--- src/rtl/note_frame_sequencer.sv ---
// note_frame_sequencer
//
// Purpose:
//   Queues FFT peak bins from the peak picker and feeds them one at a time
//   through the shared note lookup engine. Note hits returned by the engine
//   are ORed into a per-frame note mask. The mask is published once the
//   entry flagged as the last of its frame has been resolved.
//
// Ports:
//   clk_in, rst_in        clock and synchronous active-high reset
//   peak_bin/peak_last    peak entry from the peak picker
//   peak_valid/peak_ready handshake; a transfer happens when both are high
//   lk_bin                bin presented to the lookup engine, held per lookup
//   lk_start              single-cycle request pulse to the lookup engine
//   lk_done/lk_note       single-cycle result strobe and {hit, note index}
//   mask_out/mask_valid   last completed frame's mask and its update pulse
//   busy                  lookup in progress or peaks still queued
//   timeout_count         saturating count of lookup watchdog expiries
//
// Build option:
//   NOTE_SEQ_TIMEOUT_EN  when defined, a lookup that gets no answer within
//                        TIMEOUT_CYC cycles is resolved as a miss and counted
//                        in timeout_count. Otherwise the sequencer waits for
//                        lk_done indefinitely and timeout_count reads 0.

module note_frame_sequencer #(
  parameter int BIN_W       = 13,
  parameter int NUM_NOTES   = 22,
  parameter int FIFO_DEPTH  = 8,
  parameter int TIMEOUT_CYC = 32
) (
  input  logic                 clk_in,
  input  logic                 rst_in,
  input  logic [BIN_W-1:0]     peak_bin,
  input  logic                 peak_last,
  input  logic                 peak_valid,
  output logic                 peak_ready,
  output logic [BIN_W-1:0]     lk_bin,
  output logic                 lk_start,
  input  logic                 lk_done,
  input  logic [5:0]           lk_note,
  output logic [NUM_NOTES-1:0] mask_out,
  output logic                 mask_valid,
  output logic                 busy,
  output logic [7:0]           timeout_count
);

  localparam int AW = $clog2(FIFO_DEPTH);
  localparam int EW = BIN_W + 1;
  localparam logic [AW:0] FIFO_FULL_CNT = (AW + 1)'(FIFO_DEPTH);
  localparam logic [5:0]  NOTE_LIMIT    = 6'(NUM_NOTES);

  typedef enum logic [1:0] {
    S_IDLE,
    S_ISSUE,
    S_WAIT,
    S_EMIT
  } state_t;

  state_t state_q, state_d;

  // Peak FIFO: entries are {last, bin}
  logic [EW-1:0] fifo_mem_q [FIFO_DEPTH];
  logic [AW-1:0] wr_ptr_q, rd_ptr_q;
  logic [AW:0]   count_q;
  logic          fifo_full, fifo_empty, push, pop;
  logic [EW-1:0] fifo_head;

  // No bypass: a full FIFO refuses a push even when it pops the same cycle.
  assign fifo_full  = (count_q == FIFO_FULL_CNT);
  assign fifo_empty = (count_q == '0);
  assign push       = peak_valid && !fifo_full;
  assign pop        = (state_q == S_IDLE) && !fifo_empty;
  assign fifo_head  = fifo_mem_q[rd_ptr_q];

  always_ff @(posedge clk_in) begin
    if (push) begin
      fifo_mem_q[wr_ptr_q] <= {peak_last, peak_bin};
    end
  end

  always_ff @(posedge clk_in) begin
    if (rst_in) begin
      wr_ptr_q <= '0;
      rd_ptr_q <= '0;
      count_q  <= '0;
    end else begin
      if (push) begin
        wr_ptr_q <= wr_ptr_q + 1'b1;
      end
      if (pop) begin
        rd_ptr_q <= rd_ptr_q + 1'b1;
      end
      case ({push, pop})
        2'b10:   count_q <= count_q + 1'b1;
        2'b01:   count_q <= count_q - 1'b1;
        default: count_q <= count_q;
      endcase
    end
  end

  // Lookup result decode
  logic                 note_hit;
  logic [NUM_NOTES-1:0] note_onehot;
  logic [NUM_NOTES-1:0] acc_next;
  logic                 expired;

  assign note_hit    = lk_done && lk_note[5] && ({1'b0, lk_note[4:0]} < NOTE_LIMIT);
  assign note_onehot = {{(NUM_NOTES-1){1'b0}}, 1'b1} << lk_note[4:0];

`ifdef NOTE_SEQ_TIMEOUT_EN
  localparam int WCW = $clog2(TIMEOUT_CYC + 1);

  logic [WCW-1:0] wait_cnt_q, wait_cnt_d;
  logic [7:0]     tmo_cnt_q, tmo_cnt_d;

  // Expiry fires on the TIMEOUT_CYC-th WAIT cycle with no answer.
  assign expired = (state_q == S_WAIT) && !lk_done &&
                   (wait_cnt_q == WCW'(TIMEOUT_CYC - 1));

  always_comb begin
    wait_cnt_d = wait_cnt_q;
    tmo_cnt_d  = tmo_cnt_q;
    if (state_q == S_ISSUE) begin
      wait_cnt_d = '0;
    end else if ((state_q == S_WAIT) && !lk_done && !expired) begin
      wait_cnt_d = wait_cnt_q + 1'b1;
    end
    if (expired && (tmo_cnt_q != 8'hFF)) begin
      tmo_cnt_d = tmo_cnt_q + 1'b1;
    end
  end

  always_ff @(posedge clk_in) begin
    if (rst_in) begin
      wait_cnt_q <= '0;
      tmo_cnt_q  <= '0;
    end else begin
      wait_cnt_q <= wait_cnt_d;
      tmo_cnt_q  <= tmo_cnt_d;
    end
  end

  assign timeout_count = tmo_cnt_q;
`else
  assign expired       = 1'b0;
  assign timeout_count = '0;
`endif

  // Sequencer FSM
  logic [BIN_W-1:0]     lk_bin_q, lk_bin_d;
  logic                 cur_last_q, cur_last_d;
  logic [NUM_NOTES-1:0] acc_q, acc_d;
  logic [NUM_NOTES-1:0] mask_out_q, mask_out_d;
  logic                 mask_valid_q, mask_valid_d;

  assign acc_next = acc_q | (note_hit ? note_onehot : '0);

  // The mask register is loaded on the edge that enters EMIT, so mask_out
  // and mask_valid are both presented during the EMIT cycle, one cycle after
  // the last entry's lk_done.
  always_comb begin
    state_d      = state_q;
    lk_bin_d     = lk_bin_q;
    cur_last_d   = cur_last_q;
    acc_d        = acc_q;
    mask_out_d   = mask_out_q;
    mask_valid_d = 1'b0;
    unique case (state_q)
      S_IDLE: begin
        if (!fifo_empty) begin
          lk_bin_d   = fifo_head[BIN_W-1:0];
          cur_last_d = fifo_head[BIN_W];
          state_d    = S_ISSUE;
        end
      end
      S_ISSUE: begin
        state_d = S_WAIT;
      end
      S_WAIT: begin
        if (lk_done || expired) begin
          if (cur_last_q) begin
            mask_out_d   = acc_next;
            mask_valid_d = 1'b1;
            acc_d        = '0;
            state_d      = S_EMIT;
          end else begin
            acc_d   = acc_next;
            state_d = S_IDLE;
          end
        end
      end
      S_EMIT: begin
        state_d = S_IDLE;
      end
      default: begin
        state_d = S_IDLE;
      end
    endcase
  end

  always_ff @(posedge clk_in) begin
    if (rst_in) begin
      state_q      <= S_IDLE;
      lk_bin_q     <= '0;
      cur_last_q   <= 1'b0;
      acc_q        <= '0;
      mask_out_q   <= '0;
      mask_valid_q <= 1'b0;
    end else begin
      state_q      <= state_d;
      lk_bin_q     <= lk_bin_d;
      cur_last_q   <= cur_last_d;
      acc_q        <= acc_d;
      mask_out_q   <= mask_out_d;
      mask_valid_q <= mask_valid_d;
    end
  end

  assign peak_ready = !fifo_full;
  assign lk_bin     = lk_bin_q;
  assign lk_start   = (state_q == S_ISSUE);
  assign mask_out   = mask_out_q;
  assign mask_valid = mask_valid_q;
  assign busy       = (state_q != S_IDLE) || !fifo_empty;

endmodule

--- config.mk ---
export PLATFORM = sky130hd
export DESIGN_NAME = note_frame_sequencer
export DESIGN_NICKNAME = d
export VERILOG_FILES = /design/src/rtl/note_frame_sequencer.sv
export SDC_FILE = /design/constraint.sdc
export NUM_CORES = 1
export LEC_CHECK = 0
export ABC_CLOCK_PERIOD_IN_PS = 2500
export CAP_MARGIN = 0
export CORE_MARGIN = 3
export CORE_UTILIZATION = 51
export DETAILED_ROUTE_END_ITERATION = 8
export GPL_TIMING_DRIVEN = 1
export MAX_ROUTING_LAYER = met4
export PLACE_DENSITY = 0.73
export SYNTH_ARGS = -nofsm -noshare
export SYNTH_HDL_FRONTEND = slang
export SYNTH_SLANG_ARGS = --single-unit
export TNS_END_PERCENT = 10
--- constraint.sdc ---
create_clock -name clk_in -period 2.5 [get_ports clk_in]
set_input_delay 0.25 -clock clk_in [delete_from_list [all_inputs] [get_ports clk_in]]
set_output_delay 0.25 -clock clk_in [all_outputs]
set_load 0.02 [all_outputs]
==> impl_metrics.csv <==
group,metric,value,unit
status,status,"completed",
die,io_pins,71,
place,numPortBuffers,62,
clocking,cts_tree,"yes",
worst_setup_path,cp_data_arrival_time,2.72,ns
synth,synth_edf_count,112,
clocking,clock_latency,0.43,ns
drt,drt-total-wl,14.4,mm
die,coreArea,13300,um2
synth,async_reset_ff_share,0,%
clocking,htree_levels,4,
synth,synth_top_cell_by_area,"edfxtp_1",
sta,period_share,94.7,%
worst_setup_path,criticalPathCategory,"reg2reg",
die,initial_core_util,52.6,%
place,dp_cells,733,
drt,wl_per_cell,18.9,um
die,num_rows,42,
synth,synth_top_family_by_area,"simple AND/OR/NAND/NOR gates",
synth,ys_types,44,
cells_and_area,layout_common_cells,"112 x edfxtp_1, 69 x dfxtp_1, 62 x clkdlybuf4s50_1",
synth,synth_compound_area_share,7.06,%
cells_and_area,final_common_cell,"edfxtp_1",
sta,fmax,0.423,GHz
synth,ys_seq_elements,183,
sta,min_period,2.37,ns
grt,grt_antenna_before_repair,0,
worst_setup_path,crit_path_start_kind,"register",
synth,synthMuxAreaShare,9.29,%
die,die_h,123,um
sta,hold_viol,0,
synth,synth_top_area_share,47.9,%
grt,grt_pass1_wl,22.9,mm
synth,synth_fa_ha_area_share,0.891,%
clocking,cts.clk_slew.worst_paths,0.07,ns
synth,ys_warn_count,0,
clocking,clock-root-buffer,"clkbuf_16",
synth,synthXorXnorAreaFrac,0.749,%
clocking,numCtsBuffers,17,
sta,worstMarginPinSlew,0.718,ns
drt,dr.first_iter.drc_count,335,
cells_and_area,diodes,0,
flow_run,cap_violations,0,
grt,grt_max_degree,31,
place,dp_hpwl,8.70,mm
drt,drc,0,
drt,ant_nets,0,
cells_and_area,fin_cells,765,
grt,grt.total_usage,21.0,%
sta,finClkSkew,0.00497,ns
cells_and_area,fill_cells,966,
synth,synth_area_per_cell,14.0,um2
cells_and_area,syn_to_final_growth,21.1,%
cells_and_area,drive_gt1_share,17.5,%
sta,rsz0062_at_grt,"true",
drt,drtPass1Iterations,7,
worst_setup_path,required,2.85,ns
synth,yosys-top-cells-area,"edfxtp_1 48%, dfxtp_1 20%, mux4_2 9.0%",
worst_setup_path,worstSetupEndpointType,"register",
synth,ys.flop_type,"edfxtp_1",
synth,syn_area,7020,um2
clocking,post_cts_resized,0,
clocking,cts_num_sinks,183,
sta,setup-violations-final,0,
die,dieArea,15200,um2
drt,viasPerCell,5.64,
power_and_ir_drop,power,7.96,mW
grt,first_global_vias,4315,
worst_hold_path,min_path_type,"reg2reg",
place,gp_congestion,0.884,
clocking,cts_hold_buf,0,
die,die_x,123,um
clocking,post_cts_buffers,0,
cells_and_area,layout.nets,605,
synth,yosys.area_share.simple,11.0,%
clocking,clockBufferDepth,2,
sta,slew_violations,0,
power_and_ir_drop,leakage,2.84,nW
power_and_ir_drop,powerDensity,936,nW/um2
sta,slew_headroom,51.7,%
synth,seq_area_frac_synth,68.2,%
power_and_ir_drop,ir_drop,531,uV
synth,syn_inst,502,
grt,grt_overflow,0,
drt,via_count,4315,
worst_setup_path,cp_max_fo,5,
==> synth_stat cells, types with 2 or more instances <==
cell      number
o21ai_1        9
nand2_1       30
buf_1          3
a211oi_1       2
nand4b_1       2
nor2_1        60
nor3_2        12
xor2_1         5
buf_2          3
nand3_1        4
dfxtp_1       71
and3_1         2
ha_1           5
buf_4          9
nor3b_1        2
inv_1          4
nor3_1         9
buf_6          3
o21ai_0       14
a31oi_1        2
nor2b_1        5
mux4_2        28
clkbuf_1      13
edfxtp_1     112
nor4_1         5
nand2b_1       9
o22ai_1       15
a21oi_1       48
==> stage by stage <==
stage | utilization (%) | setup slack, ns | area, um2 | hold slack [ns] | setup TNS [ns]
after CTS | 63.5 | 0.0236 | 8480 | 0.451 | 0
after floorplan | - | -0.0105 | 7050 | 0.349 | -0.0105
after detailed placement | 58.9 | 0.0445 | 7860 | 0.441 | 0
after global routing | 63.7 | -0.0281 | 8500 | 0.471 | -0.0390
final | 63.7 | 0.134 | 8500 | 0.448 | 0
after global placement | 58.9 | 0.175 | 7860 | 0.436 | 0
==> metal layers <==
metal,global-route usage [%],up-vias,wire (um)
li1,-,2010,-
met1,25.6,2157,6080
met2,34.3,127,7380
met3,4.76,21,732
met4,8.24,0,233
met5,-,-,0
==> final timing paths <==
| kind | from | endpoint | slack, ns | cells past startpoint |
|---|---|---|---|---|
| setup / recovery | count_q[3] | count_q[2] | 0.13 | 9 |
| hold / removal | mask_out[6] | mask_out[6] | 0.45 | 2 |
| setup reg to reg | count_q[3] | count_q[2] | 0.13 | 9 |
| hold reg to reg | mask_out[6] | mask_out[6] | 0.45 | 2 |
==> cell families after synthesis <==
logic type,Yosys count
compound gates,92
fa+ha+maj,5
flops,183
simple gates,149
other cells,1
mux,30
xor+xnor,6
buf+inv,36
==> cell type report <==
cell class / count / area, um2 / share of cell area (%)
Clock buffer: 23 / 543 / 6.39
Timing Repair Buffer: 80 / 768 / 9.04
Tap cell: 176 / 220 / 2.59
Sequential cell: 183 / 4790 / 56.3
Multi-Input combinational cell: 290 / 2090 / 24.6
Inverter: 4 / 15.0 / 0.177
Clock inverter: 9 / 71.3 / 0.839
==> power breakdown <==
group | switching (mW) | leakage, nW | internal (mW) | total, mW
clock | 1.14 | 0.304 | 1.56 | 2.69
combinational | 0.957 | 0.947 | 0.763 | 1.72
sequential | 0.124 | 1.59 | 3.42 | 3.54
==> sequential cells by signal, summed over array words and instances (netlist names) <==
| signal | count |
|---|---|
| fifo_mem_q | 112 |
| acc_q | 22 |
| mask_out | 22 |
| lk_bin | 13 |
| count_q | 4 |
| rd_ptr_q | 3 |
| wr_ptr_q | 3 |
| state_q | 2 |
| cur_last_q | 1 |
| mask_valid | 1 |
==> worst max-delay path: stages (launching register included) <==
cell,delay [ns]
dfxtp_1,0.42
or4b_4,0.50
nand2_2,0.13
ha_2,0.24
xor2_1,0.17
ha_1,0.17
a21oi_1,0.05
xor2_1,0.15
or3_1,0.31
a21oi_1,0.16
(Power assumes the default switching activity.)
